$ cat src/rtl/kernel_loader_pkg.sv
// Shared types for the kernel loader: FSM state encoding and kernel register address.
package kernel_loader_pkg;
  localparam int ADDR_W = 5;

  typedef enum logic [1:0] {
    IDLE  = 2'd0,
    LOAD  = 2'd1,
    FLUSH = 2'd2
  } state_t;

  typedef logic [ADDR_W-1:0] kaddr_t;
endpackage

$ cat src/rtl/kernel_loader_if.sv
// Coefficient stream in, kernel register file write port out.
interface kernel_loader_if #(parameter int WIDTH = 16);
  import kernel_loader_pkg::*;

  logic [WIDTH-1:0] in_data;
  logic             in_valid;
  logic             in_ready;
  kaddr_t           write_addr;
  logic             write_en;
  logic [WIDTH-1:0] din;

  modport master (
    input  in_data, in_valid,
    output in_ready, write_addr, write_en, din
  );

  modport slave (
    output in_data, in_valid,
    input  in_ready, write_addr, write_en, din
  );
endinterface

$ cat src/rtl/kernel_loader_tap_counter.sv
// Tap index counter; saturates at NUM_TAPS-1 so it can never wrap.
module tap_counter
  import kernel_loader_pkg::*;
#(
  parameter int NUM_TAPS = 9
) (
  input  logic   clk,
  input  logic   arst,
  input  logic   clear,
  input  logic   enable,
  output kaddr_t count,
  output logic   tc
);
  localparam kaddr_t LAST = kaddr_t'(NUM_TAPS - 1);

  assign tc = (count == LAST);

  always_ff @(posedge clk or posedge arst) begin
    if (arst)                count <= '0;
    else if (clear)          count <= '0;
    else if (enable && !tc)  count <= count + kaddr_t'(1);
  end
endmodule

$ cat src/rtl/kernel_loader.sv
// Loads NUM_TAPS coefficients from a valid/ready stream into the kernel register file.
module kernel_loader
  import kernel_loader_pkg::*;
#(
  parameter int WIDTH    = 16,
  parameter int NUM_TAPS = 9
) (
  input  logic clk,
  input  logic arst,
  input  logic start,
  input  logic abort,
  output logic busy,
  output logic done,
  output logic loaded,
  kernel_loader_if.master bus
);
  state_t state, state_nxt;
  kaddr_t count;
  logic   tc, hs, launch;

  assign hs     = bus.in_valid & bus.in_ready;
  assign launch = (state == IDLE) & start & ~abort;

  tap_counter #(.NUM_TAPS(NUM_TAPS)) u_tap_counter (
    .clk    (clk),
    .arst   (arst),
    .clear  (launch),
    .enable (hs),
    .count  (count),
    .tc     (tc)
  );

  always_ff @(posedge clk or posedge arst) begin
    if (arst) state <= IDLE;
    else      state <= state_nxt;
  end

  always_comb begin
    state_nxt = state;
    case (state)
      IDLE:    if (launch) state_nxt = LOAD;
      LOAD:    if (abort) state_nxt = IDLE;
               else if (hs && tc) state_nxt = FLUSH;
      FLUSH:   state_nxt = IDLE;
      default: state_nxt = IDLE;
    endcase
  end

  // FLUSH is exactly the cycle the final registered write is visible.
  always_comb begin
    bus.in_ready = (state == LOAD);
    busy         = (state != IDLE);
    done         = (state == FLUSH) & ~abort;
  end

  // A handshake that coincides with abort was already accepted, so it is still written.
  always_ff @(posedge clk or posedge arst) begin
    if (arst) begin
      bus.write_en   <= 1'b0;
      bus.write_addr <= '0;
      bus.din        <= '0;
    end else begin
      bus.write_en <= hs;
      if (hs) begin
        bus.write_addr <= count;
        bus.din        <= bus.in_data;
      end
    end
  end

  always_ff @(posedge clk or posedge arst) begin
    if (arst)                            loaded <= 1'b0;
    else if (launch)                     loaded <= 1'b0;
    else if (state == FLUSH && !abort)   loaded <= 1'b1;
  end
endmodule

$ cat src/flat_wrapper.sv
// flat-port wrapper written by rule: the top's interface ports become plain ports
module kernel_loader_flat import kernel_loader_pkg::*;
#(
  parameter int WIDTH    = 16,
  parameter int NUM_TAPS = 9
)
  (clk, arst, start, abort, busy, done, loaded, bus_in_data, bus_in_valid, bus_in_ready, bus_write_addr, bus_write_en, bus_din);
  kernel_loader_if #(.WIDTH(WIDTH)) bus_i ();
  input  logic clk;
  input  logic arst;
  input  logic start;
  input  logic abort;
  output logic busy;
  output logic done;
  output logic loaded;
  input wire logic [$bits(bus_i.in_data)-1:0] bus_in_data;
  input wire logic [$bits(bus_i.in_valid)-1:0] bus_in_valid;
  output wire logic [$bits(bus_i.in_ready)-1:0] bus_in_ready;
  output wire logic [$bits(bus_i.write_addr)-1:0] bus_write_addr;
  output wire logic [$bits(bus_i.write_en)-1:0] bus_write_en;
  output wire logic [$bits(bus_i.din)-1:0] bus_din;
  assign bus_i.in_data = bus_in_data;
  assign bus_i.in_valid = bus_in_valid;
  assign bus_in_ready = bus_i.in_ready;
  assign bus_write_addr = bus_i.write_addr;
  assign bus_write_en = bus_i.write_en;
  assign bus_din = bus_i.din;
  kernel_loader #(.WIDTH(WIDTH), .NUM_TAPS(NUM_TAPS)) u_core (.clk(clk), .arst(arst), .start(start), .abort(abort), .busy(busy), .done(done), .loaded(loaded), .bus(bus_i));
endmodule
$ cat config.mk
export PLATFORM = sky130hd
export DESIGN_NAME = kernel_loader_flat
export DESIGN_NICKNAME = d
export VERILOG_FILES = /design/src/rtl/kernel_loader_pkg.sv /design/src/rtl/kernel_loader_if.sv /design/src/rtl/kernel_loader_tap_counter.sv /design/src/rtl/kernel_loader.sv /design/src/flat_wrapper.sv
export SDC_FILE = /design/constraint.sdc
export NUM_CORES = 1
export LEC_CHECK = 0
export CORE_ASPECT_RATIO = 0.75
export CORE_MARGIN = 1
export CORE_UTILIZATION = 40
export CTS_BUF_LIST = sky130_fd_sc_hd__clkbuf_16
export DETAILED_ROUTE_END_ITERATION = 7
export PLACE_DENSITY = 0.74
export SYNTH_ARGS = -nofsm -noshare
export SYNTH_HDL_FRONTEND = slang
export SYNTH_SLANG_ARGS = --single-unit
$ cat constraint.sdc
create_clock -name clk -period 1.6 [get_ports clk]
set_input_delay 0.32 -clock clk [delete_from_list [all_inputs] [get_ports clk]]
set_output_delay 0.32 -clock clk [all_outputs]
set_load 0.05 [all_outputs]
After elaboration in Yosys (flattened, before gate mapping)
Cells that the tools add are included.

Register bits: 30. Input bits: 21. Output and inout port bits: 26. Word-level logic and storage cells: 35.

Add/subtract/negate cells: 1. Eq/ne operators: 5. Multiplexer cells: 8. Bitwise gates (word level): 5. Reductions and logical operators: 10.

Operators by type and width (count): 5-bit two-way mux (2); 2-bit two-way mux (3); 2-bit nonzero test (3); 5-bit by 1-bit adder with 5-bit output (second input constant) (1); 5-bit by 4-bit == test with 1-bit output (second input constant) (1); 1-bit bitwise AND (4); 2-bit case mux with 2 select lines (1); 1-bit logical AND (3); 3-bit inequality test (second input constant) (1); 2-bit by 1-bit == test with 1-bit output (second input constant) (1); 2-bit == test (second input constant) (1); 1-bit logical NOT (2); 2-bit logical NOT (1); 1-bit two-way mux (2); 2-bit by 1-bit inequality test with 1-bit output (second input constant) (1); 2-bit AND reduction (1); 1-bit NOT (1).

Depth between registers and ports, before layout
Gate-level depths: netlist (run 1).

Word-level depth: 6. Depth in mapped cells: 5. Gate-level depth less buffers: 5.

Modules after synthesis
From an unflattened synthesis (run 1), not the netlist that was laid out.

Cell total of the unflattened synthesis: 89. Area total of the unflattened synthesis: 1327.5 um^2.

Modules (own cells, without submodules): kernel_loader (times used 1, cells each 61, area an instance 1043.5 um^2, seq. area each 625.6 um^2); tap_counter (times used 1, cells each 28, area an instance 284.0 um^2, seq. area each 125.1 um^2).

Worst setup path after synthesis (run 1)
OpenSTA, ideal clock, no wires.

Path type: register to output. Start point: register u_core.state[0]. End point: output done. Data arrival time: 1.618 ns. Required time: 1.280 ns. Setup slack: -0.338 ns. Stages on the path, launching flop included: 2. Path buffers: 0. Cells stage by stage: dfrtp_1 > nor3b_1.

Word-level cells in the longest chain between the ends: 2.

RTL lines: start, declared (RTL line kernel_loader.sv:17) `state_t state, state_nxt;`; start signal, assigned (RTL line kernel_loader.sv:35) `else state <= state_nxt;`; 2-bit == test (RTL line kernel_loader.sv:53) `done = (state == FLUSH) & ~abort;`; 1-bit bitwise AND (RTL line kernel_loader.sv:53); end, declared (RTL line flat_wrapper.sv:14) `output logic done;`.

No other way between the ends.

Final worst setup path (run 1)
Start point: register u_core.state[0]. End point: output busy.

Word-level cells in the longest chain between the ends: 1.

RTL lines: 2-bit nonzero test (RTL line kernel_loader.sv:52) `busy = (state != IDLE);`; end, declared (RTL line flat_wrapper.sv:13) `output logic busy;`.

No other way between the ends.

==> impl_metrics.ini, run 1 <==
[status]
outcome = completed

[global_routing]
grt_overflow = 0
grt_start_max_net_pins = 31
grt_use_total_pct = 19.1
antenna_found_initial = 0
vias_in_the_first_global_route = 1061
wire_length_of_the_first_global_routing_pass_um = 4660

[final_layout]
layout_common_cells = sky130_fd_sc_hd__nand2_1 (65), sky130_fd_sc_hd__buf_4 (31), sky130_fd_sc_hd__dfrtp_1 (30)
fillerInstances = 246
drive_gt1_share_pct = 22.7
n_antenna_cell = 0
layout.cells.most_common = sky130_fd_sc_hd__nand2_1
layoutNonFillerInstCount = 223
final_net_count = 208
area_delta_synth_final_pct = 53.0

[floorplan]
core_um2 = 2940
num_io_pins = 47
fp.dieH_um = 50.0
floorplan.die_area_um2 = 3300
initial_utilization_pct = 41.8
die_x_um = 66.0
rows = 17

[critical_path]
worst_setup_path_endpoint = busy
worst-r2r-setup-slack_ns = 0.12
worst-path-max-fanout = 5
ff2ff_path_depth = 3
timing.critical_path.to_type = output pin
cp.required_ns = 1.28
r2r-start = u_core.state[0]$_DFFE_PP0P_
setup.worst_path.class = flip-flop to output pin
critical_path.startpoint = u_core.state[0]$_DFFE_PP0P_
crit_path_start_kind = flip-flop
arrival_ns = 1.23
critical_path.reg2reg.endpoint = u_core.u_tap_counter.count[2]$_DFFE_PP0P_

[pwr]
powerDensity_nw_per_um2 = 1530
max-vdd-ir-drop_v = 0.000932
power_leakage_nw = 1.02

[logic_synthesis]
synth-adder-area-share_pct = 2.04
yosysWarnings = 0
synth_simple_gate_area_share_pct = 25.4
synthesis.area_um2 = 1230
synth_compound_area_share_pct = 4.08
synth_nets = 152
average_cell_area_after_synthesis_um2 = 9.51
synth-xor-area-share_pct = 0
synthCells = 129
synth_mux_area_share_pct = 3.26
ys_types = 19
ys_seq_area_share_pct = 61.2
main_combinational_cell_family_by_area_after_synthesis = simple AND/OR/NAND/NOR gates
ys_ff_latch = 30

[detailed_routing]
wirelength_um = 2700
drt-wirelength-per-cell_um = 12.1
routed-via-count = 1022
detailedRoute.firstPassIterationCount = 5
drtAntennaViolNets = 0
drc = 0
routed_via_density = 4.58
detailedRoute.firstIterationViolations = 45

[sta]
layout_min_cycle_time_ns = 1.55
max_clock_freq_mhz = 647
setup_violations = 0
worst_clock_skew_ns = 0.00400
finalCritPeriodShare_pct = 96.7
max-slew-margin-rel_pct = 75.4
worst_slew_pin_slew_ns = 0.370
rsz_0062_raised_after_global_routing = no
report.final.hold_viol_count = 0
final.setup.tns_ns = 0
maxSlewViolCount = 0

[clocking]
max-clock-path-buffers = 2
worst_skew_pair.late_latency_ns = 0.26
number_of_buffers_inserted_during_clock_tree_synthesis = 5
tritoncts = done
cts.reportedPaths.clkPinSlew_ns = 0.05
htree_num_levels = 2
postCtsHoldBufs = 0
post_cts_buffers = 0
clock-root-buffer = sky130_fd_sc_hd__clkbuf_16
sink_count_of_the_clock_tree = 30

[placed_design]
gp_routability_congestion = 0.759
dp_cells = 216
dp_hpwl_um = 2010
io_buffer_count = 46

[min_path]
hold_class = input pin to async pin

[flow_run]
max-cap-violations = 0
[sequential cells by signal (all words and copies together) (netlist names)]
register / flops
u_core.bus.din: 16
u_core.bus.write_addr: 5
u_core.bus.write_en: 1
u_core.loaded: 1
u_core.state: 2
u_core.u_tap_counter.count: 5
[through the flow]
| stage | util [%] | worst slack [ns] | area (um^2) | hold slack [ns] | power [mW] |
|---|---|---|---|---|---|
| detailed placement | 59.2 | -0.124 | 1740 | 0.466 | 2.07 |
| CTS | 64.0 | 0.0808 | 1880 | 0.477 | 2.91 |
| global route | 64.0 | 0.0272 | 1880 | 0.499 | 3.04 |
| global placement | 59.2 | -0.0887 | 1740 | 0.459 | 2.04 |
| floorplan | - | 0.172 | 1230 | 0.386 | 1.69 |
| finish | 64.0 | 0.0534 | 1880 | 0.464 | 2.87 |
[repair_timing]
action	in CTS	in global routing
setup endpoints to repair	1	0
hold endpoints to repair	0	0
gates resized for setup	3	0
[final cells by class]
| type | instances | area [um^2] | area share, % |
|---|---|---|---|
| inverters | 7 | 26.3 | 1.40 |
| multi-input cells | 87 | 438 | 23.3 |
| repair buffers | 54 | 483 | 25.7 |
| well taps | 38 | 47.5 | 2.53 |
| clock buffers | 5 | 125 | 6.66 |
| flip-flops and latches | 30 | 751 | 40.0 |
| clock inverters | 2 | 7.51 | 0.400 |
[Yosys cell counts]
cell type,count,share of area (%)
sky130_fd_sc_hd__nor3b_1,1,0.61
sky130_fd_sc_hd__mux2i_1,4,3.3
sky130_fd_sc_hd__or2_2,1,0.51
sky130_fd_sc_hd__nand3b_1,1,0.61
sky130_fd_sc_hd__ha_1,2,2.0
sky130_fd_sc_hd__o211ai_2,1,1.0
sky130_fd_sc_hd__or4b_1,1,0.82
sky130_fd_sc_hd__inv_1,7,2.1
sky130_fd_sc_hd__nand2_1,65,20
sky130_fd_sc_hd__a2111o_1,1,0.92
sky130_fd_sc_hd__o21ai_0,2,0.82
sky130_fd_sc_hd__nand4_1,2,1.0
sky130_fd_sc_hd__o41ai_1,1,0.71
sky130_fd_sc_hd__dfrtp_1,30,61
sky130_fd_sc_hd__nor2_1,3,0.92
sky130_fd_sc_hd__buf_2,4,1.6
sky130_fd_sc_hd__and4bb_1,1,1.0
sky130_fd_sc_hd__clkbuf_1,1,0.31
sky130_fd_sc_hd__a21o_1,1,0.61
[worst max-delay path, stage by stage, from the launching register on]
cell and delay, ns:
sky130_fd_sc_hd__dfrtp_1 0.44, sky130_fd_sc_hd__or2_2 0.33, sky130_fd_sc_hd__buf_4 0.19
[worst min path at each step]
| stage | start | cells after the start | slack, ns | to |
|---|---|---|---|---|
| after floorplan | abort | 1 | 0.39 | u_core.state[1]$_DFFE_PP0P_ |
| after global placement | u_core.bus.din[11]$_DFFE_PP0P_ | 2 | 0.46 | u_core.bus.din[11]$_DFFE_PP0P_ |
| after detailed placement | u_core.bus.din[1]$_DFFE_PP0P_ | 2 | 0.47 | u_core.bus.din[1]$_DFFE_PP0P_ |
| after CTS | arst | 3 | 0.48 | u_core.u_tap_counter.count[3]$_DFFE_PP0P_ |
| after global routing | arst | 3 | 0.50 | u_core.bus.din[6]$_DFFE_PP0P_ |
| final | arst | 3 | 0.46 | u_core.bus.din[6]$_DFFE_PP0P_ |
[power breakdown]
group | internal (mW) | total (mW) | leakage (nW) | switching (mW)
clock network | 0.551 | 0.819 | 0.0723 | 0.268
logic | 0.335 | 1.04 | 0.556 | 0.704
registers | 0.917 | 1.02 | 0.388 | 0.0985
[kinds of logic (layout without fill, tap and decap cells)]
| logic type | Yosys count | after routing |
|---|---|---|
| AOI/OAI and AO/OA | 6 | 6 |
| adders and majority gates | 2 | 2 |
| buffers and inverters | 12 | 68 |
| DFF | 30 | 30 |
| muxes | 4 | 4 |
| and+or+nand+nor | 75 | 75 |
[layer usage]
| metal | track usage, % | vias to the layer above | wire length, um |
|---|---|---|---|
| met5 | 0 | - | 0 |
| met4 | 4.26 | 0 | 6 |
| met3 | 8.33 | 2 | 206 |
| met2 | 31.5 | 35 | 1320 |
| met1 | 23.1 | 472 | 1160 |
| li1 | - | 513 | - |
No activity file was read; power rests on OpenSTA's default activity.
==> run 2, diff against run 1 <==
Settings changed: CORE_ASPECT_RATIO 0.75 to unset, CORE_UTILIZATION 40 to 43, PLACE_DENSITY 0.74 to 0.79.
==> run 2 against run 1 <==
Compared with the run above:
- critical path depth unchanged
- register-to-register slack worse by 0.04 ns
- largest power group unchanged
- die area down 6.8%
- combinational power about the same
- cell area up 1.2%
- final cell count down 2.2%
- global-route usage up 1.3 points
- via count up 5.2%
- core utilization up 5.5 points
- clock-buffer cell count unchanged
- worst setup slack better by 0.0099 ns
- wire length up 9.3%
==> impl_metrics.ini, run 2 (synthesis results as in run 1) <==
[critical_path]
ff2ff_path_depth = 5
worst-r2r-setup-slack_ns = 0.08
arrival_ns = 1.22
slowest_delay_ns = 0.43
critical_path.reg2reg.endpoint = u_core.state[0]$_DFFE_PP0P_
crit_path_start_kind = flip-flop
critical_path.n_buffers_inverters = 1
cpMaxStageDelayCell = sky130_fd_sc_hd__dfrtp_1
crit_chain = or2_2, buf_4
cp.required_ns = 1.28
timing.critical_path.to_type = output pin
worst-path-max-fanout = 5
setup.worst_path.class = flip-flop to output pin
r2r-start = u_core.u_tap_counter.count[0]$_DFFE_PP0P_
path_delay_family = flip-flops

[detailed_routing]
detailedRoute.firstIterationViolations = 23
drtAntennaViolNets = 0
drc = 0
routed-via-count = 1075
drt-wirelength-per-cell_um = 13.5
routed_via_density = 4.93
detailedRoute.firstPassIterationCount = 4
wirelength_um = 2950

[final_layout]
area_delta_synth_final_pct = 54.8
layout.cells.most_common = sky130_fd_sc_hd__nand2_1
layout_top_registers = u_core.bus.din (16), u_core.bus.write_addr (5), u_core.u_tap_counter.count (5)
n_antenna_cell = 0
fillerInstances = 215
fin_area_um2 = 1900
drive_gt1_share_pct = 24.6
largest_reg_flops = 16
final_net_count = 209
layout_common_cells = sky130_fd_sc_hd__nand2_1 (65), sky130_fd_sc_hd__buf_4 (31), sky130_fd_sc_hd__dfrtp_1 (30)
regMostFlops = u_core.bus.din

[clocking]
cts.reportedPaths.clkPinSlew_ns = 0.05
clock-root-buffer = sky130_fd_sc_hd__clkbuf_16
worst_skew_pair.late_latency_ns = 0.27
postCtsHoldBufs = 0
number_of_buffers_inserted_during_clock_tree_synthesis = 5
tritoncts = done
post_cts_buffers = 0
sink_count_of_the_clock_tree = 30
max-clock-path-buffers = 2
htree_num_levels = 2

[pwr]
powerDensity_nw_per_um2 = 1550
power_leakage_nw = 1.02
power.internal_mw = 1.81
combPwrFrac_pct = 35.3
clock_power_share_pct = 29.7
power_frac_seq_pct = 35.0
max-vdd-ir-drop_v = 0.00127
power_switching_mw = 1.13
p_sw_share_pct = 38.4

[placed_design]
gp_routability_congestion = 0.751
post_dp_cell_area_um2 = 1750
io_buffer_count = 46
dp_hpwl_um = 2180

[floorplan]
fp.dieH_um = 55.4
floorplan.die_area_um2 = 3070
core_um2 = 2730
die_x_um = 55.4
initial_utilization_pct = 44.9
num_io_pins = 47
rows = 19

[global_routing]
grt_start_max_net_pins = 17
wire_length_of_the_first_global_routing_pass_um = 4870
grt_use_total_pct = 20.5
antenna_found_initial = 0
grt_overflow = 0
vias_in_the_first_global_route = 1091

[sta]
max_clock_freq_mhz = 651
worst_slew_pin_slew_ns = 0.270
finalCritPeriodShare_pct = 96.0
max-slew-margin-rel_pct = 82.0
layout_min_cycle_time_ns = 1.54
maxSlewViolCount = 0
hold-worst-slack_ns = 0.382
setup_violations = 0
rsz_0062_raised_after_global_routing = no
report.final.hold_viol_count = 0
worst_clock_skew_ns = 0.00377

[flow_run]
max-cap-violations = 0

[min_path]
hold_class = input pin to async pin

[status]
outcome = completed
-- run 2: power by group through the flow --
stage               registers, mW  logic (mW)  clock network (mW)
finish                       1.03        1.04               0.875
global route                 1.05        1.10               0.915
CTS                          1.03        1.05               0.892
detailed placement           1.04        1.03                   0
global placement             1.03        1.01                   0
floorplan                    1.47       0.228                   0
-- run 2: through the flow --
stage | util, % | power (mW) | setup slack, ns | std cells | TNS [ns]
after global routing | 69.5 | 3.06 | 0.0313 | 218 | 0
after detailed placement | 63.9 | 2.07 | -0.128 | 210 | -0.735
final | 69.5 | 2.94 | 0.0633 | 218 | 0
after CTS | 69.4 | 2.97 | 0.0405 | 218 | 0
after global placement | 63.9 | 2.04 | -0.0832 | 210 | -0.387
after floorplan | - | 1.69 | 0.172 | 129 | 0
-- run 2: layout make-up --
class,count,area [um^2],area share [%]
Tap cell,31,38.8,2.04
Multi-Input combinational cell,87,440,23.2
Clock buffer,5,125,6.58
Inverter,7,26.3,1.38
Clock inverter,3,16.3,0.856
Sequential cell,30,751,39.5
Timing Repair Buffer,55,503,26.5
-- run 2: what timing repair did --
action                                  CTS  global route
pin swaps                                 1             0
gates resized for setup                   3             1
endpoints found under the setup margin    1             1
-- run 2: per-layer routing --
| metal | wire length, um | vias up | track usage, % |
|---|---|---|---|
| met1 | 1200 | 516 | 23.1 |
| met2 | 1550 | 32 | 35.3 |
| met4 | 47 | 0 | 9.29 |
| met3 | 144 | 6 | 6.32 |
| met5 | 0 | - | 0 |
| li1 | - | 521 | - |
-- run 2: worst max path at each step --
stage	from	to	slack (ns)	cells after the start
after floorplan	u_core.state[0]$_DFFE_PP0P_	done	0.17	1
after global routing	u_core.state[0]$_DFFE_PP0P_	busy	0.03	2
after detailed placement	abort	u_core.u_tap_counter.count[0]$_DFFE_PP0P_	-0.13	4
after CTS	u_core.u_tap_counter.count[0]$_DFFE_PP0P_	u_core.u_tap_counter.count[1]$_DFFE_PP0P_	0.04	5
final	u_core.state[0]$_DFFE_PP0P_	busy	0.06	2
after global placement	abort	u_core.loaded$_DFFE_PP0P_	-0.08	3
-- run 2: worst register-to-register path, delay by kind of cell (launching register included) --
kind / cells / cell delay [ns]
DFF: 1 / 0.43
AOI/OAI and AO/OA: 1 / 0.41
and+or+nand+nor: 2 / 0.31
adders and majority gates: 1 / 0.20
buffers and inverters: 1 / 0.09
==> run 3, diff against run 2 <==
Settings changed: SETUP_SLACK_MARGIN set to 0.3, SLEW_MARGIN set to 40.
==> run 3 against run 2 <==
Compared with the run above:
- non-clock buffer count up 10
- combinational power up 22%
- worst setup slack better by 0.067 ns
- clock-buffer cell count unchanged
- hold slack better by 0.016 ns
- first-iteration DRC count up 22%
- power up 8.7%
- core utilization up 11 points
- fmax up 4.5%
- final cell count up 4.6%
- sequential share of layout area down 5.3 points
- largest cell class unchanged
- highest routed layer unchanged
==> impl_metrics.ini, run 3 (synthesis results as in run 1) <==
[final_layout]
largest_reg_flops = 16
final_net_count = 219
fillerInstances = 162
utilization_pct = 80.6
area_delta_synth_final_pct = 79.5
layout_common_cells = sky130_fd_sc_hd__nand2_1 (39), sky130_fd_sc_hd__buf_4 (31), sky130_fd_sc_hd__dfrtp_1 (28)
multi_input_logic_area_um2 = 571
layout.area.seq_um2 = 753
n_antenna_cell = 0
regMostFlops = u_core.bus.din
drive_gt1_share_pct = 45.7
layout.cells.most_common = sky130_fd_sc_hd__nand2_1
layout_top_registers = u_core.bus.din (16), u_core.bus.write_addr (5), u_core.u_tap_counter.count (5)

[global_routing]
grt_overflow = 0
grt_start_max_net_pins = 31
grt_use_total_pct = 20.9
antenna_found_initial = 0
wire_length_of_the_first_global_routing_pass_um = 4810
vias_in_the_first_global_route = 1100

[min_path]
hold_class = input pin to flip-flop

[critical_path]
timing.critical_path.to_type = output pin
r2r-start = u_core.state[1]$_DFFE_PP0P_
worst_setup_path_endpoint = done
setup.worst_path.class = flip-flop to output pin
critical_path.startpoint = u_core.state[0]$_DFFE_PP0P_
slowest_delay_ns = 0.45
worst-path-stages = 2
critical_path.reg2reg.endpoint = u_core.u_tap_counter.count[1]$_DFFE_PP0P_
path_delay_family = flip-flops
ff2ff_path_depth = 5
arrival_ns = 1.15
crit_path_start_kind = flip-flop
crit_chain = nor3b_4, buf_12
worst-r2r-setup-slack_ns = 0.14
cpMaxStageDelayCell = sky130_fd_sc_hd__dfrtp_2
worst-path-max-fanout = 5
critical_path.n_buffers_inverters = 1
cp.required_ns = 1.28

[sta]
worst_clock_skew_ns = 0.00152
setup_violations = 0
finalCritPeriodShare_pct = 91.9
max-slew-margin-rel_pct = 74.6
hold-worst-slack_ns = 0.398
max_clock_freq_mhz = 680
worst_slew_pin_slew_ns = 0.381
maxSlewViolCount = 0
rsz_0062_raised_after_global_routing = yes
layout_min_cycle_time_ns = 1.47
report.final.hold_viol_count = 0

[placed_design]
io_buffer_count = 46
gp_routability_congestion = 0.786
dp_hpwl_um = 1980

[detailed_routing]
routed_via_density = 5.11
detailedRoute.firstPassIterationCount = 4
drc = 0
drt-wirelength-per-cell_um = 16.3
wirelength_um = 3720
drtAntennaViolNets = 0
detailedRoute.firstIterationViolations = 28
routed-via-count = 1166

[floorplan]
num_io_pins = 47
rows = 19
initial_utilization_pct = 44.9
die_x_um = 55.4
floorplan.die_area_um2 = 3070
fp.dieH_um = 55.4
core_um2 = 2730

[status]
outcome = completed

[clocking]
clock-root-buffer = sky130_fd_sc_hd__clkbuf_16
max-clock-path-buffers = 2
worst_skew_pair.late_latency_ns = 0.27
cts.reportedPaths.clkPinSlew_ns = 0.05
postCtsHoldBufs = 0
sink_count_of_the_clock_tree = 30
number_of_buffers_inserted_during_clock_tree_synthesis = 5
tritoncts = done
htree_num_levels = 2

[pwr]
power.internal_mw = 1.95
powerDensity_nw_per_um2 = 1450
power_leakage_nw = 1.15
clock_power_share_pct = 27.2
max-vdd-ir-drop_v = 0.00139
power_frac_seq_pct = 33.1
power_switching_mw = 1.25
p_sw_share_pct = 39.2
combPwrFrac_pct = 39.7

[flow_run]
max-cap-violations = 0
==> run 3: cell count changes in the layout (fill, tap and decap cells not counted), sizes merged <==
cell,delta
inv,+1
clkinvlp,-1
clkbuf,+3
dlymetal6s2s,+2
clkdlybuf4s50,-2
buf,+7
==> run 3: power by group through the flow <==
| stage | registers, mW | logic, mW | clock network, mW |
|---|---|---|---|
| 5_1_grt | 1.07 | 1.34 | 0.913 |
| 3_5_place_dp | 1.04 | 1.03 | 0 |
| 6_report | 1.06 | 1.27 | 0.871 |
| 3_3_place_gp | 1.03 | 1.01 | 0 |
| 2_1_floorplan | 1.47 | 0.231 | 0 |
| 4_1_cts | 1.01 | 1.11 | 0.875 |
==> run 3: layout make-up <==
cell class                 instances  area share, %
clock buffer                       5           5.68
clock inverter                     3          0.568
timing repair buffer              65           30.4
multi-input combinational         87           25.9
sequential                        30           34.2
inverter                           7           1.53
tap                               31           1.76
==> run 3: worst register-to-register path: cells and delay by family (launching register included) <==
kind                   cells  cell delay, ns
multiplexers               1            0.24
buffers and inverters      2            0.31
flip-flops                 1            0.44
AND/OR/NAND/NOR            2            0.38
==> run 3: how the worst min path moves through the flow <==
stage / cells after the start / to / from / slack [ns]
2_1_floorplan: 1 / u_core.state[1]$_DFFE_PP0P_ / abort / 0.39
3_3_place_gp: 2 / u_core.bus.din[9]$_DFFE_PP0P_ / u_core.bus.din[9]$_DFFE_PP0P_ / 0.46
3_5_place_dp: 2 / u_core.bus.din[7]$_DFFE_PP0P_ / u_core.bus.din[7]$_DFFE_PP0P_ / 0.46
4_1_cts: 3 / u_core.bus.din[5]$_DFFE_PP0P_ / arst / 0.46
5_1_grt: 3 / u_core.state[0]$_DFFE_PP0P_ / bus_in_valid / 0.43
6_report: 3 / u_core.state[0]$_DFFE_PP0P_ / bus_in_valid / 0.40
==> run 3: metrics by stage <==
stage	setup WS [ns]	setup TNS (ns)	total power, mW	std cells	area (um^2)
2_1_floorplan	0.172	0	1.70	129	1240
3_5_place_dp	-0.121	-0.688	2.06	208	1730
6_report	0.130	0	3.20	228	2200
3_3_place_gp	-0.0788	-0.359	2.04	208	1730
4_1_cts	0.125	0	3.00	220	1920
5_1_grt	0.0880	0	3.33	228	2200
==> run 3: routing by layer <==
layer	routed length [um]	track usage (%)
met1	1410	23.2
met2	2100	35.1
met3	147	8.20
met4	59	9.64
met5	0	0
==> run 3: timing repair <==
| action | 4_1_cts | 5_1_grt |
|---|---|---|
| setup endpoints to repair | 22 | 32 |
| pin swaps | 2 | 39 |
| resized for setup | 12 | 53 |
| buffers inserted | 4 | 4 |
| cloned | 0 | 4 |
==> RTL edit 1: new RTL, config.mk and constraints of run 3 <==
`WIDTH` is set to 16 in 3 places; all go to 18.
--- a/src/rtl/kernel_loader_if.sv
+++ b/src/rtl/kernel_loader_if.sv
@@ -1,4 +1,4 @@
 // Coefficient stream in, kernel register file write port out.
-interface kernel_loader_if #(parameter int WIDTH = 16);
+interface kernel_loader_if #(parameter int WIDTH = 18);
   import kernel_loader_pkg::*;
 
--- a/src/rtl/kernel_loader.sv
+++ b/src/rtl/kernel_loader.sv
@@ -3,5 +3,5 @@
   import kernel_loader_pkg::*;
 #(
-  parameter int WIDTH    = 16,
+  parameter int WIDTH    = 18,
   parameter int NUM_TAPS = 9
 ) (
--- a/src/flat_wrapper.sv
+++ b/src/flat_wrapper.sv
@@ -2,5 +2,5 @@
 module kernel_loader_flat import kernel_loader_pkg::*;
 #(
-  parameter int WIDTH    = 16,
+  parameter int WIDTH    = 18,
   parameter int NUM_TAPS = 9
 )
Interface: changed (resized bus_din and bus_in_data); port bits go from 47 to 51. No check against the original RTL was run, so the function may have changed too.
==> RTL edit 1 against run 3 <==
  * The run now ends with DRC left
  * Worst setup slack got worse by 0.030 ns
  * Synthesized cell count rose by 7.8%
  * Synthesized area rose by 8.3%
  * Combinational power rose by 8%
  * Sequential cell count rose by 2
  * Total power rose by 4.8%
  * Sequential share of layout area fell by 0.11 points
  * Final area rose by 6.8%
  * Via count rose by 7.9%
  * Largest cell class unchanged
  * First-iteration DRC count rose by 150%
  * Wire length rose by 0.54%
  * Highest routed layer unchanged
  * Fmax fell by 2.0%
==> RTL edit 1: results (changes against run 3) <==
Timing
  – WHS: 0.4351 ns (+0.03718 ns)
  – Slew HR: 73.09% (-1.5 points)
  – Setup Skew: 0.004176 ns (+0.002660 ns)

Cells and area
  – Largest regs: u_core.bus.din: 18 flops, u_core.bus.write_addr: 5 flops, u_core.u_tap_counter.count: 5 flops
  – Finished Layout Cells: 247 (+8.3%)
  – Post-layout net count: 240 (+9.6%)
  – Layout cells sized above 1: 48.61% (+2.9 points)

Global route
  – Met2 Usage GRT: 35.38% (+0.27 points)
  – Vias in the first global route: 1127 (+2.5%)
  – Largest net degree at the start of global routing: 33 (+6.5%)
  – Gr usage total: 21.06% (+0.19 points)
  – Met1 usage: 23.93% (+0.77 points)
  – First-pass GRT wire length: 5099 um (+6.0%)

Detailed routing
  – Routed Wire Length: 3736 um (+0.54%)
  – Initial DRC Count: 69 (+150%)
  – Post-route DRC violation count: 7 (+7)
  – Iteration count of the initial detailed-routing pass: 6 (+2)

Critical path
  – R2r setup slk: 0.24 ns (+0.10 ns)
  – Slowest cell delay on critical path: 0.38 ns (-0.07 ns)
  – Worst path slowest cell: dfrtp_1
  – FF-to-FF path depth: 4 (-1)
  – Worst R2R End: u_core.u_tap_counter.count[2]$_DFFE_PP0P_

CTS
  – Max clock buf depth: 2 (unchanged)

Placement
  – Gpl congestion: 0.7266 (-7.5%)
  – HPWL Detailed: 2221 um (+12%)
  – Post-Place Cells: 225 (+8.2%)
  – Placed standard-cell area: 1884 sq um (+9.2%)

Status
  – Outcome: finished with violations
  – Violated checks: DRC

Pwr
  – Max VDD drop: 0.9387 mV (-33%)
  – Lkg Pwr: 1.231 nW (+7.0%)

Hold path
  – Hold WC Path Type: primary input to asynchronous set/reset pin

Yosys
  – Syn_nets: 164 (+7.9%)
  – Count of different cell masters after synthesis: 24 (+5)
  – Post-Syn Instances: 139 (+7.8%)
  – Synth top area cells: dfrtp_1 60%, nand2_1 20%, mux2i_1 2.3%
  – Most frequent cells after synthesis: 70 x nand2_1, 32 x dfrtp_1, 6 x inv_1
==> RTL edit 1: cell types whose count changed in the layout (fill, tap and decap cells not counted), sizes merged, moves of 2 or more <==
cell                  run 3  this run
dlymetal6s2s              2         0
nand2                    65        70
buf                      42        51
clkdlybuf4s50            17        21
dfrtp                    30        32
==> RTL edit 1: final cells by class <==
type | instances | area [sq um]
clock inverters | 3 | 13.76
clock buffers | 5 | 125.1
well taps | 31 | 38.79
multi-input cells | 94 | 610.6
flip-flops and latches | 32 | 802.0
fillers | 163 | 499.2
inverters | 7 | 33.78
repair buffers | 75 | 729.5
==> RTL edit 1: worst max-delay path by stage <==
stage | slack, ns | start | depth (start not counted) | end
2_1_floorplan | 0.17 | u_core.state[0]$_DFFE_PP0P_ | 1 | done
6_report | 0.1 | u_core.state[1]$_DFFE_PP0P_ | 3 | busy
3_5_place_dp | -0.12 | start | 4 | u_core.u_tap_counter.count[2]$_DFFE_PP0P_
3_3_place_gp | -0.08 | abort | 4 | u_core.u_tap_counter.count[2]$_DFFE_PP0P_
4_1_cts | 0.11 | u_core.state[1]$_DFFE_PP0P_ | 3 | done
5_1_grt | 0.07 | u_core.state[1]$_DFFE_PP0P_ | 3 | done
==> RTL edit 1: kinds of logic (layout without fill, tap and decap cells) <==
group / after synthesis / count (layout) / share of synthesized area, %
and+or+nand+nor: 81 / 81 / 26.18
DFF: 32 / 32 / 60.26
buffers and inverters: 13 / 90 / 4.142
AOI/OAI and AO/OA: 8 / 8 / 5.273
muxes: 3 / 3 / 2.260
adders and majority gates: 2 / 2 / 1.883
==> RTL edit 1: metrics by stage <==
step,worst slack [ns],util (%)
finish,0.09963,82.50
global route,0.06684,82.50
CTS,0.1104,73.82
detailed placement,-0.1220,66.05
global placement,-0.07995,66.05
floorplan,0.1721,-
==> RTL edit 1: per-layer routing <==
layer	vias up	part of all wire [%]
met3	6	6.4
met2	43	53
met1	617	39
li1	592	-
met5	-	0
met4	0	1.5
==> RTL edit 1: power by group <==
group | internal [mW] | total [mW] | switching (mW) | leakage, nW
Combinational | 0.510 | 1.37 | 0.864 | 0.749
Sequential | 0.979 | 1.09 | 0.113 | 0.412
Clock | 0.563 | 0.884 | 0.321 | 0.0710
Total | 2.05 | 3.35 | 1.30 | 1.23
==> RTL edit 1: worst max-delay path: cells and delay by family, from the launching register on <==
kind | cells | cell delay (ns)
buffers and inverters | 2 | 0.28
flip-flops | 1 | 0.38
AND/OR/NAND/NOR | 1 | 0.24
==> RTL edit 1: timing repair <==
item,4_1_cts,5_1_grt
pin swaps,9,34
setup endpoints to repair,24,32
gates resized for setup,16,48
gates cloned,0,2
setup buffers,5,7
endpoints found under the hold margin,0,0
==> RTL edit 2: new RTL, flow settings as in run 3 <==
Made on the original files. Encoding of `state_t`: now one-hot (3 bits for 3 states).
--- a/src/rtl/kernel_loader_pkg.sv
+++ b/src/rtl/kernel_loader_pkg.sv
@@ -3,8 +3,8 @@
   localparam int ADDR_W = 5;
 
-  typedef enum logic [1:0] {
-    IDLE  = 2'd0,
-    LOAD  = 2'd1,
-    FLUSH = 2'd2
+  typedef enum logic [2:0] {
+    IDLE  = 3'b001,
+    LOAD  = 3'b010,
+    FLUSH = 3'b100
   } state_t;
 
Behaviour: same outputs for any inputs over 10 cycles, from zero or initial values and one cycle with arst high; not proved beyond that.
==> RTL edit 2 against run 3 <==
  * The flow now finishes with violations (DRC)
  * Wire length shrank 11%
  * Worst setup slack got worse by 0.064 ns
  * Final area decreased by 5.2%
  * Final cell count is 3.1% higher
  * First-iteration DRC count grew 140%
  * Sequential cell count up 1
  * Critical path depth is the same
  * Via count increased by 1.2%
  * Hold slack got worse by 0.0045 ns
  * Synthesized area up 6.7%
  * Total power fell by 17%
  * Die area is 6.5% higher
==> RTL edit 2: results (changes against run 3) <==
Status
  – Outcome: finished with violations
  – Violated checks: DRC

Hold path
  – Hold WC Path Type: primary input to asynchronous set/reset pin

Critical path
  – Worst EP arrival: 1.21 ns (+0.06 ns)
  – Worst R2R End: u_core.bus.din[5]$_DFFE_PP0P_
  – R2r setup slk: 0.12 ns (-0.02 ns)

Yosys
  – Sequential area share after synthesis: 59.31% (-1.8 points)
  – Synth top area cells: dfrtp_1 57%, nand2_1 17%, o21ai_0 2.7%
  – Post-Syn Instances: 139 (+7.8%)
  – Syn_nets: 162 (+6.6%)
  – Most frequent cells after synthesis: 61 x nand2_1, 30 x dfrtp_1, 8 x nor2_1
  – Synth Area in Compound Gates: 4.776% (+0.70 points)
  – Count of different cell masters after synthesis: 22 (+3)

Global route
  – First-pass GRT wire length: 5126 um (+6.6%)
  – Initial antenna violation count: 0 (unchanged)
  – Grt met3 use: 7.937% (-0.26 points)
  – Gr usage total: 21.18% (+0.30 points)
  – Largest net degree at the start of global routing: 32 (+3.2%)
  – Met2 Usage GRT: 38.32% (+3.2 points)
  – Met1 usage: 22.31% (-0.86 points)

Placement
  – HPWL Detailed: 2125 um (+7.3%)
  – Post-Place Cells: 218 (+4.8%)
  – Gpl congestion: 0.7686 (-2.2%)

Timing
  – WHS: 0.3934 ns (-0.004519 ns)
  – Setup Skew: 0.004583 ns (+0.003068 ns)
  – Slew HR: 79.22% (+4.6 points)

Detailed routing
  – Iteration count of the initial detailed-routing pass: 7 (+3)
  – Wl on met1: 1280 um (-9.3%)
  – Post-route DRC violation count: 10 (+10)
  – Initial DRC Count: 67 (+140%)
  – DR WL met3: 229 um (+56%)
  – Via count: 1180 (+1.2%)
  – WL/cell: 14.10 um (-14%)

Cells and area
  – Inverter count: 4 (-3)
  – Bufs w/o clock: 62 (-4.6%)
  – Multi-input gate count: 99 (+14%)
  – Diode count: 0 (unchanged)
  – Storage cell area: 779.5 sq um (+3.5%)
  – Layout cells sized above 1: 30.39% (-15 points)
  – NonClk Buf Share: 27.25% (-3.1 points)
  – Fraction of area in multi-input gates: 26.11% (+0.21 points)
  – Finished Layout Cells: 235 (+3.1%)
  – # fillers: 205 (+27%)
  – Post-layout net count: 226 (+3.2%)

Pwr
  – Max VDD drop: 0.8131 mV (-42%)
  – Lkg Pwr: 1.082 nW (-6.0%)

CTS
  – CTS resizes: 5 (-7)
  – Post-CTS setup buffers: 3 (-1)
RTL edit 2: cells by family after synthesis:
family | count (synthesis)
buffers and inverters | 9
flip-flops | 31
AO/OA/AOI/OAI | 12
adder cells (fa/ha/maj) | 2
AND/OR/NAND/NOR | 82
multiplexers | 3
RTL edit 2: through the flow:
stage          worst slack [ns]  util, %
5_1_grt                 0.02117    73.86
2_1_floorplan            0.2142        -
4_1_cts                 0.01497    70.01
6_report                0.06608    73.86
3_5_place_dp           -0.07716    63.78
3_3_place_gp           -0.04316    63.78
RTL edit 2: where the power goes:
group / switching, mW / leakage (nW) / internal [mW] / total, mW
registers: 0.0660 / 0.410 / 0.900 / 0.966
clock network: 0.315 / 0.0701 / 0.558 / 0.872
logic: 0.561 / 0.602 / 0.271 / 0.832
RTL edit 2: worst max-delay path, stage by stage, from the launching register on:
cell,delay (ns)
dfstp_2,0.40
nor4b_4,0.35
buf_12,0.18
